--- src/rtl/mult_div_if.sv ---
// Handshake and data bundle between the EX stage and the multiply/divide unit.
// The master drives the operands and control inputs; the slave returns HI/LO and status.
interface mult_div_if #(
  parameter int N = 32
);
  logic         start;
  logic [1:0]   op;
  logic [N-1:0] a;
  logic [N-1:0] b;
  logic         mthi;
  logic         mtlo;
  logic [N-1:0] mt_data;
  logic [N-1:0] hi;
  logic [N-1:0] lo;
  logic         busy;
  logic         done;
  logic         div_by_zero;

  modport master (
    output start, op, a, b, mthi, mtlo, mt_data,
    input  hi, lo, busy, done, div_by_zero
  );

  modport slave (
    input  start, op, a, b, mthi, mtlo, mt_data,
    output hi, lo, busy, done, div_by_zero
  );
endinterface

--- src/rtl/mult_div_unit.sv ---
// Iterative MULT/MULTU/DIV/DIVU unit owning the architectural HI/LO registers.
// Works on magnitudes for N cycles, then applies the sign fixup on the FINISH edge.
module mult_div_unit #(
  parameter int N = 32
) (
  input logic      clk,
  input logic      rst,
  mult_div_if.slave bus
);
  localparam int CW = (N > 1) ? $clog2(N) : 1;

  typedef enum logic [1:0] {S_IDLE, S_RUN, S_FINISH} state_t;

  state_t         state_q;
  logic [CW-1:0]  cnt_q;
  logic [2*N-1:0] acc_q;
  logic [N-1:0]   opnd_q;
  logic [N-1:0]   a_raw_q;
  logic [N-1:0]   hi_q;
  logic [N-1:0]   lo_q;
  logic           is_div_q;
  logic           neg_lo_q;
  logic           neg_hi_q;
  logic           b_zero_q;
  logic           busy_q;
  logic           done_q;
  logic           dbz_q;

  logic           a_neg;
  logic           b_neg;
  logic [N-1:0]   a_mag;
  logic [N-1:0]   b_mag;
  logic [N:0]     mul_sum;
  logic [2*N-1:0] mul_next;
  logic [N:0]     div_shift;
  logic [N:0]     div_diff;
  logic           div_ok;
  logic [2*N-1:0] div_next;
  logic [2*N-1:0] prod_fix;
  logic [N-1:0]   quo_fix;
  logic [N-1:0]   rem_fix;

  // op[0] set means unsigned, so only signed ops look at the operand sign bits
  assign a_neg = ~bus.op[0] & bus.a[N-1];
  assign b_neg = ~bus.op[0] & bus.b[N-1];
  assign a_mag = a_neg ? -bus.a : bus.a;
  assign b_mag = b_neg ? -bus.b : bus.b;

  // Multiply: acc = {partial product, remaining multiplier bits}, shifted right each step
  assign mul_sum  = {1'b0, acc_q[2*N-1:N]} + (acc_q[0] ? {1'b0, opnd_q} : {(N+1){1'b0}});
  assign mul_next = {mul_sum, acc_q[N-1:1]};

  // Divide: acc = {remainder, dividend/quotient}, restoring one quotient bit per step
  assign div_shift = {acc_q[2*N-1:N], acc_q[N-1]};
  assign div_diff  = div_shift - {1'b0, opnd_q};
  assign div_ok    = ~div_diff[N];
  assign div_next  = {(div_ok ? div_diff[N-1:0] : div_shift[N-1:0]), acc_q[N-2:0], div_ok};

  assign prod_fix = neg_lo_q ? -acc_q : acc_q;
  assign quo_fix  = neg_lo_q ? -acc_q[N-1:0] : acc_q[N-1:0];
  assign rem_fix  = neg_hi_q ? -acc_q[2*N-1:N] : acc_q[2*N-1:N];

  always_ff @(posedge clk or posedge rst) begin
    if (rst) begin
      state_q  <= S_IDLE;
      cnt_q    <= '0;
      acc_q    <= '0;
      opnd_q   <= '0;
      a_raw_q  <= '0;
      hi_q     <= '0;
      lo_q     <= '0;
      is_div_q <= 1'b0;
      neg_lo_q <= 1'b0;
      neg_hi_q <= 1'b0;
      b_zero_q <= 1'b0;
      busy_q   <= 1'b0;
      done_q   <= 1'b0;
      dbz_q    <= 1'b0;
    end else begin
      done_q <= 1'b0;
      case (state_q)
        S_IDLE: begin
          if (bus.start) begin
            acc_q    <= {{N{1'b0}}, (bus.op[1] ? a_mag : b_mag)};
            opnd_q   <= bus.op[1] ? b_mag : a_mag;
            a_raw_q  <= bus.a;
            is_div_q <= bus.op[1];
            neg_lo_q <= a_neg ^ b_neg;
            neg_hi_q <= a_neg;
            b_zero_q <= (bus.b == '0);
            cnt_q    <= '0;
            busy_q   <= 1'b1;
            dbz_q    <= 1'b0;
            state_q  <= S_RUN;
          end else begin
            if (bus.mthi) hi_q <= bus.mt_data;
            if (bus.mtlo) lo_q <= bus.mt_data;
          end
        end
        S_RUN: begin
          acc_q <= is_div_q ? div_next : mul_next;
          cnt_q <= cnt_q + 1'b1;
          if (cnt_q == CW'(N-1)) state_q <= S_FINISH;
        end
        S_FINISH: begin
          if (is_div_q) begin
            if (b_zero_q) begin
              lo_q  <= '1;
              hi_q  <= a_raw_q;
              dbz_q <= 1'b1;
            end else begin
              lo_q <= quo_fix;
              hi_q <= rem_fix;
            end
          end else begin
            {hi_q, lo_q} <= prod_fix;
          end
          busy_q  <= 1'b0;
          done_q  <= 1'b1;
          state_q <= S_IDLE;
        end
        default: state_q <= S_IDLE;
      endcase
    end
  end

  assign bus.hi          = hi_q;
  assign bus.lo          = lo_q;
  assign bus.busy        = busy_q;
  assign bus.done        = done_q;
  assign bus.div_by_zero = dbz_q;
endmodule

--- src/flat_wrapper.sv ---
// flat-port wrapper written by rule: the top's interface ports become plain ports
module mult_div_unit_flat 
#(
  parameter int N = 32
)
  (clk, rst, bus_start, bus_op, bus_a, bus_b, bus_mthi, bus_mtlo, bus_mt_data, bus_hi, bus_lo, bus_busy, bus_done, bus_div_by_zero);
  mult_div_if #(.N(N)) bus_i ();
  input logic clk;
  input logic rst;
  input wire logic [$bits(bus_i.start)-1:0] bus_start;
  input wire logic [$bits(bus_i.op)-1:0] bus_op;
  input wire logic [$bits(bus_i.a)-1:0] bus_a;
  input wire logic [$bits(bus_i.b)-1:0] bus_b;
  input wire logic [$bits(bus_i.mthi)-1:0] bus_mthi;
  input wire logic [$bits(bus_i.mtlo)-1:0] bus_mtlo;
  input wire logic [$bits(bus_i.mt_data)-1:0] bus_mt_data;
  output wire logic [$bits(bus_i.hi)-1:0] bus_hi;
  output wire logic [$bits(bus_i.lo)-1:0] bus_lo;
  output wire logic [$bits(bus_i.busy)-1:0] bus_busy;
  output wire logic [$bits(bus_i.done)-1:0] bus_done;
  output wire logic [$bits(bus_i.div_by_zero)-1:0] bus_div_by_zero;
  assign bus_i.start = bus_start;
  assign bus_i.op = bus_op;
  assign bus_i.a = bus_a;
  assign bus_i.b = bus_b;
  assign bus_i.mthi = bus_mthi;
  assign bus_i.mtlo = bus_mtlo;
  assign bus_i.mt_data = bus_mt_data;
  assign bus_hi = bus_i.hi;
  assign bus_lo = bus_i.lo;
  assign bus_busy = bus_i.busy;
  assign bus_done = bus_i.done;
  assign bus_div_by_zero = bus_i.div_by_zero;
  mult_div_unit #(.N(N)) u_core (.clk(clk), .rst(rst), .bus(bus_i));
endmodule
--- config.mk ---
export PLATFORM = sky130hd
export DESIGN_NAME = mult_div_unit_flat
export DESIGN_NICKNAME = d
export VERILOG_FILES = /design/src/rtl/mult_div_if.sv /design/src/rtl/mult_div_unit.sv /design/src/flat_wrapper.sv
export SDC_FILE = /design/constraint.sdc
export NUM_CORES = 1
export LEC_CHECK = 0
export ABC_AREA = 1
export ABC_CLOCK_PERIOD_IN_PS = 9100
export CAP_MARGIN = 25
export CORE_UTILIZATION = 25
export DETAILED_ROUTE_END_ITERATION = 6
export SLEW_MARGIN = 30
export SYNTH_ARGS = -nofsm -noshare
export SYNTH_HDL_FRONTEND = slang
export SYNTH_SLANG_ARGS = --single-unit
--- constraint.sdc ---
create_clock -name clk -period 9.1 [get_ports clk]
set_input_delay 1.82 -clock clk [delete_from_list [all_inputs] [get_ports clk]]
set_output_delay 1.82 -clock clk [all_outputs]
set_load 0.01 [all_outputs]
**Yosys cells after proc, flatten, opt, wreduce, memory -nomap -nowiden**

Index checks and enable logic that the tools add are counted.

- Add/subtract/negate cells: 8
- Eq/ne operators: 10
- Mux-type cells: 34
- Bitwise operators: 5
- Reductions and logical operators: 11

Operator list:

| operator | count |
|---|---|
| 32-bit 2-to-1 mux | 16 |
| 64-bit 2-to-1 mux | 3 |
| 32-bit negation | 4 |
| 32-bit case mux with 2 select lines | 2 |
| 64-bit case mux with 2 select lines | 1 |
| 64-bit negation | 1 |
| 32-bit by 33-bit adder with 33-bit output | 1 |
| 33-bit by 32-bit subtractor with 33-bit output | 1 |
| 32-bit logical NOT | 1 |
| 5-bit case mux with 2 select lines | 1 |
| 2-bit != test (second input constant) | 4 |
| 2-bit AND reduction | 4 |
| 2-bit by 1-bit != test with 1-bit output (second input constant) | 3 |
| 3-bit AND reduction | 2 |
| 5-bit by 1-bit adder with 5-bit output (second input constant) | 1 |
| 5-bit == test (second input constant) | 1 |
| 1-bit 2-to-1 mux | 5 |
| 5-bit 2-to-1 mux | 1 |
| 2-bit 2-to-1 mux | 2 |
| 1-bit case mux with 2 select lines | 2 |
| 2-bit case mux with 2 select lines | 1 |
| 4-bit AND reduction | 1 |
| 2-bit nonzero test | 2 |
| 1-bit bitwise AND | 2 |
| 5 further kinds | 6 |

- Register bits after elaboration: 206
- Input port bits: 103
- Output and inout bits: 67
- Word-level logic and storage cells: 82

**Logic depth before layout (Yosys ltp)**

- Depth after elaboration: 6
- Gate-level depth with buffers: 21
- Gate-level depth less buffers: 19

**Worst setup path before layout**

OpenSTA, ideal clock, no wires.

- Path type: input port to flip-flop
- Start: input bus_b[0]
- End: register u_core.acc_q[20]
- Setup time: 0.077 ns
- Data arrival time: 3.185 ns
- Required time: 9.023 ns
- Path slack: 5.837 ns
- Cell stages on the path: 13
- Path buffers: 0
- Cells stage by stage: inv_1 ha_1 nand3_2 nor2_2 nand2_2 nor2_2 nand2_1 or2_1 nand2_1 nand2_1 nand3_1 nand3_1 a21oi_1

- Word-level cells in the longest chain between the ends: 5

RTL lines:

| item | RTL line | RTL |
|---|---|---|
| start: declaration | flat_wrapper.sv:13 | `input wire logic [$bits(bus_i.b)-1:0] bus_b;` |
| 32-bit negation | mult_div_unit.sv:47 | `assign b_mag = b_neg ? -bus.b : bus.b;` |
| 32-bit 2-to-1 mux | mult_div_unit.sv:47 |  |
| 32-bit 2-to-1 mux | mult_div_unit.sv:84 | `acc_q <= {{N{1'b0}}, (bus.op[1] ? a_mag : b_mag)};` |
| 64-bit 2-to-1 mux | mult_div_unit.sv:83 | `if (bus.start) begin` |
| 64-bit case mux with 2 select lines | mult_div_unit.sv:81 | `case (state_q)` |
| end signal: assignment | mult_div_unit.sv:84 |  |
| end signal: assignment | mult_div_unit.sv:101 | `acc_q <= is_div_q ? div_next : mul_next;` |
| end: declaration | mult_div_unit.sv:16 | `logic [2*N-1:0] acc_q;` |

No other way between the ends. The select of a mux whose other input is x is not followed.
A chain may end at the register's enable or synchronous reset.

**Worst setup path in the final report**

- Start: input bus_a[0]
- End: register u_core.opnd_q[28]

- Word-level cells in the longest chain between the ends: 3

RTL lines:

| item | RTL line | RTL |
|---|---|---|
| start: declaration | flat_wrapper.sv:12 | `input wire logic [$bits(bus_i.a)-1:0] bus_a;` |
| 32-bit negation | mult_div_unit.sv:46 | `assign a_mag = a_neg ? -bus.a : bus.a;` |
| 32-bit 2-to-1 mux | mult_div_unit.sv:46 |  |
| 32-bit 2-to-1 mux | mult_div_unit.sv:85 | `opnd_q <= bus.op[1] ? b_mag : a_mag;` |
| end signal: assignment | mult_div_unit.sv:85 |  |
| end: declaration | mult_div_unit.sv:17 | `logic [N-1:0] opnd_q;` |

No other way between the ends.

==> out/metrics.cfg <==
[routing]
ant_nets = 0
drt_wl_total_um = 88800
first_pass_iters = 6
drtIter0Drc = 2627
wl_per_cell_um = 19.32
routed_via_density = 5.044
vias = 23179
drcViolationCount = 0

[timing]
max_freq_mhz = 254.4
hold_viol = 0
setup_viol = 0
min_period_over_period_pct = 43.19
timing.setup.tns_ns = 0
fin_hold_ws_ns = 0.4669
grt_setup_unrepaired = false
timing.final.max_slew_violations = 0
min_period_ns = 3.930
worst_pin_slew_ns = 1.004
max-slew-margin-rel_pct = 33.05
clock_skew_ns = 0.02649

[die]
ios = 170
core_sq_um = 80420
die_y_um = 287.0
initial_utilization_pct = 25.26
rows = 104
die_area_sq_um = 82390
die_w_um = 287.0

[worst_hold_path]
hold_path.class = reg -> reg
min-delay-start = u_core.bus.busy$_DFFE_PP0P_
hold_end = u_core.bus.busy$_DFFE_PP0P_
min_path_cells = 2

[global_routing]
overflow = 0
grt_pass1_wl_um = 131100
grt_max_degree = 84
grt_pass1_vias = 20719
antenna_found_initial = 3
grt_usage_pct = 20.94

[run]
max_cap_violations = 0

[critical_path]
r2r_cells = 19
cp.required_ns = 9.50
timing.rr.end = u_core.acc_q[62]$_DFFE_PP0P_
crit_chain = clkdlybuf4s50_1 -> inv_1 -> ha_1 -> nand3_1 -> inv_1 -> nand3_1 -> nor2_1 -> nand3_1 -> nand2_1 -> nand2_1 -> nand2_1 -> a21oi_1 -> o21ai_0 -> o21ai_0
r2r-start = u_core.acc_q[31]$_DFFE_PP0P_
crit_type = in -> reg
cp.arrival_ns = 4.34
end_kind = flop
slowest_delay_ns = 0.50
crit_path_top_delay_cell = clkdlybuf4s50_1
worstPathMaxFanout = 5
worstSetupStartpointType = input pin
r2r_setup_slack_ns = 5.57

[clocking]
clk_path_buf_depth = 3
post_cts_resize_count = 0
clk-insertion-delay-late_ns = 0.57
clk_pin_slew_ns = 0.06
cts_tree = yes
htree_levels = 1
clock_sinks = 206
post_cts.repair.setup_buffers = 0
cts_buffers = 26
cts_root_buf = clkbuf_16
hold_buffers = 0

[pwr]
worst_ir_drop_vdd_uv = 181.4
pwr_density_cell_nw_per_um2 = 411.3
leakagePower_nw = 11.56
finalPower_mw = 9.769

[synth]
syn_avg_cell_area_sq_um = 5.913
ys_seq_area_share_pct = 25.38
synth.cell_area_sq_um = 20310
synth_warnings = 0
synthCells = 3435
syn_nets = 3610
netlist-cell-type-count = 55
ys_seq_elements = 206

[finish]
layout.nets = 3692
layout_commonest_cell = nand2_1
area_growth_pct = 16.95
drive_gt1_share_pct = 4.187
n_antenna_cell = 0
fillers = 9046
final_cell_mix = nand2_1, inv_1, nand3_1

[place]
place_hpwl_um = 71280
portBuffers = 169
place_congestion = 1.004

[run_status]
status = complete, no violations

-- critical path: cells and delay by family --
| family | cells | cell delay [ns] |
|---|---|---|
| buf+inv | 3 | 0.79 |
| fa+ha+maj | 1 | 0.20 |
| simple gates | 7 | 0.98 |
| compound gates | 3 | 0.53 |
-- cell type report --
| cell class | count | area [sq um] | area share [%] |
|---|---|---|---|
| inverter | 475 | 1792 | 7.543 |
| sequential | 206 | 5157 | 21.71 |
| clock inverter | 9 | 117.6 | 0.4952 |
| tap | 1060 | 1326 | 5.584 |
| multi-input combinational | 2617 | 12760 | 53.71 |
| timing repair buffer | 191 | 1861 | 7.833 |
| clock buffer | 37 | 742.0 | 3.124 |
-- synth_stat cells, drive strengths merged --
library cell,count,area share [%]
a32oi,2,0.086
inv,472,8.7
nand3,366,9.1
a31oi,4,0.12
o31ai,2,0.074
a22oi,25,0.92
a311oi,1,0.043
o211ai,22,0.81
nand4,32,0.99
a21boi,23,0.89
a211o,1,0.043
a221oi,1,0.043
clkbuf,72,1.3
o21a,16,0.59
xor2,42,1.8
clkinv,3,0.062
o22ai,2,0.062
nor4,2,0.062
a21oi,226,5.6
fa,2,0.20
nand2,1094,20
a22o,2,0.086
a21o,3,0.11
nor2,349,7.1
or2,8,0.25
dfrtp,206,25
buf,65,1.7
ha,70,4.3
o221ai,7,0.30
nand3b,14,0.52
a2bb2oi,6,0.26
xnor2,10,0.43
nor3,20,0.49
o22a,9,0.39
o21bai,8,0.30
a211oi,1,0.037
o21ai,242,6.1
and2,5,0.15
-- stage by stage --
step           cell area (sq um)  std cells  setup slack (ns)  util, %
4_1_cts                    23750       4595             5.231    29.54
3_3_place_gp               22890       4549             4.651    28.46
2_1_floorplan              20310       3435             1.656        -
3_5_place_dp               22890       4549             4.606    28.47
5_1_grt                    23750       4595             4.992    29.54
6_report                   23750       4595             5.170    29.54
-- registers in the layout (all words and copies together) (netlist names), 2 cells and up --
signal          count
u_core.opnd_q      32
u_core.bus.lo      32
u_core.cnt_q        5
u_core.acc_q       64
u_core.state_q      2
u_core.bus.hi      32
u_core.a_raw_q     32
-- report_power, final --
group          switching, mW  internal [mW]  total [mW]
clock                  0.433          0.623        1.06
sequential             0.707           1.39        2.10
combinational           4.36           2.25        6.61
total                   5.50           4.26        9.77
-- kinds of logic (layout without fill, tap and decap cells) --
group	Yosys count	after routing	synth area share [%]
adder cells (fa/ha/maj)	72	72	4.509
AND/OR/NAND/NOR	1890	1890	39.17
buffers and inverters	612	712	11.87
AO/OA/AOI/OAI	603	603	16.83
flip-flops	206	206	25.38
XOR/XNOR	52	52	2.242
-- worst max path at each step --
stage,startpoint,endpoint,slack [ns]
global route,bus_a[0],u_core.opnd_q[28]$_DFFE_PP0P_,4.99
detailed placement,bus_start,u_core.bus.lo[23]$_DFFE_PP0P_,4.61
global placement,bus_start,u_core.bus.lo[13]$_DFFE_PP0P_,4.65
finish,bus_a[0],u_core.opnd_q[28]$_DFFE_PP0P_,5.17
floorplan,rst,u_core.a_raw_q[0]$_DFFE_PP0P_,1.66
CTS,bus_start,u_core.bus.lo[19]$_DFFE_PP0P_,5.23
-- per-layer routing --
layer | part of all wire [%] | global-route usage [%]
met2 | 44 | 32.72
met5 | 0.020 | 0
met4 | 3.1 | 6.303
met1 | 44 | 29.59
met3 | 8.8 | 2.992
No activity file was read; power rests on OpenSTA's default activity.
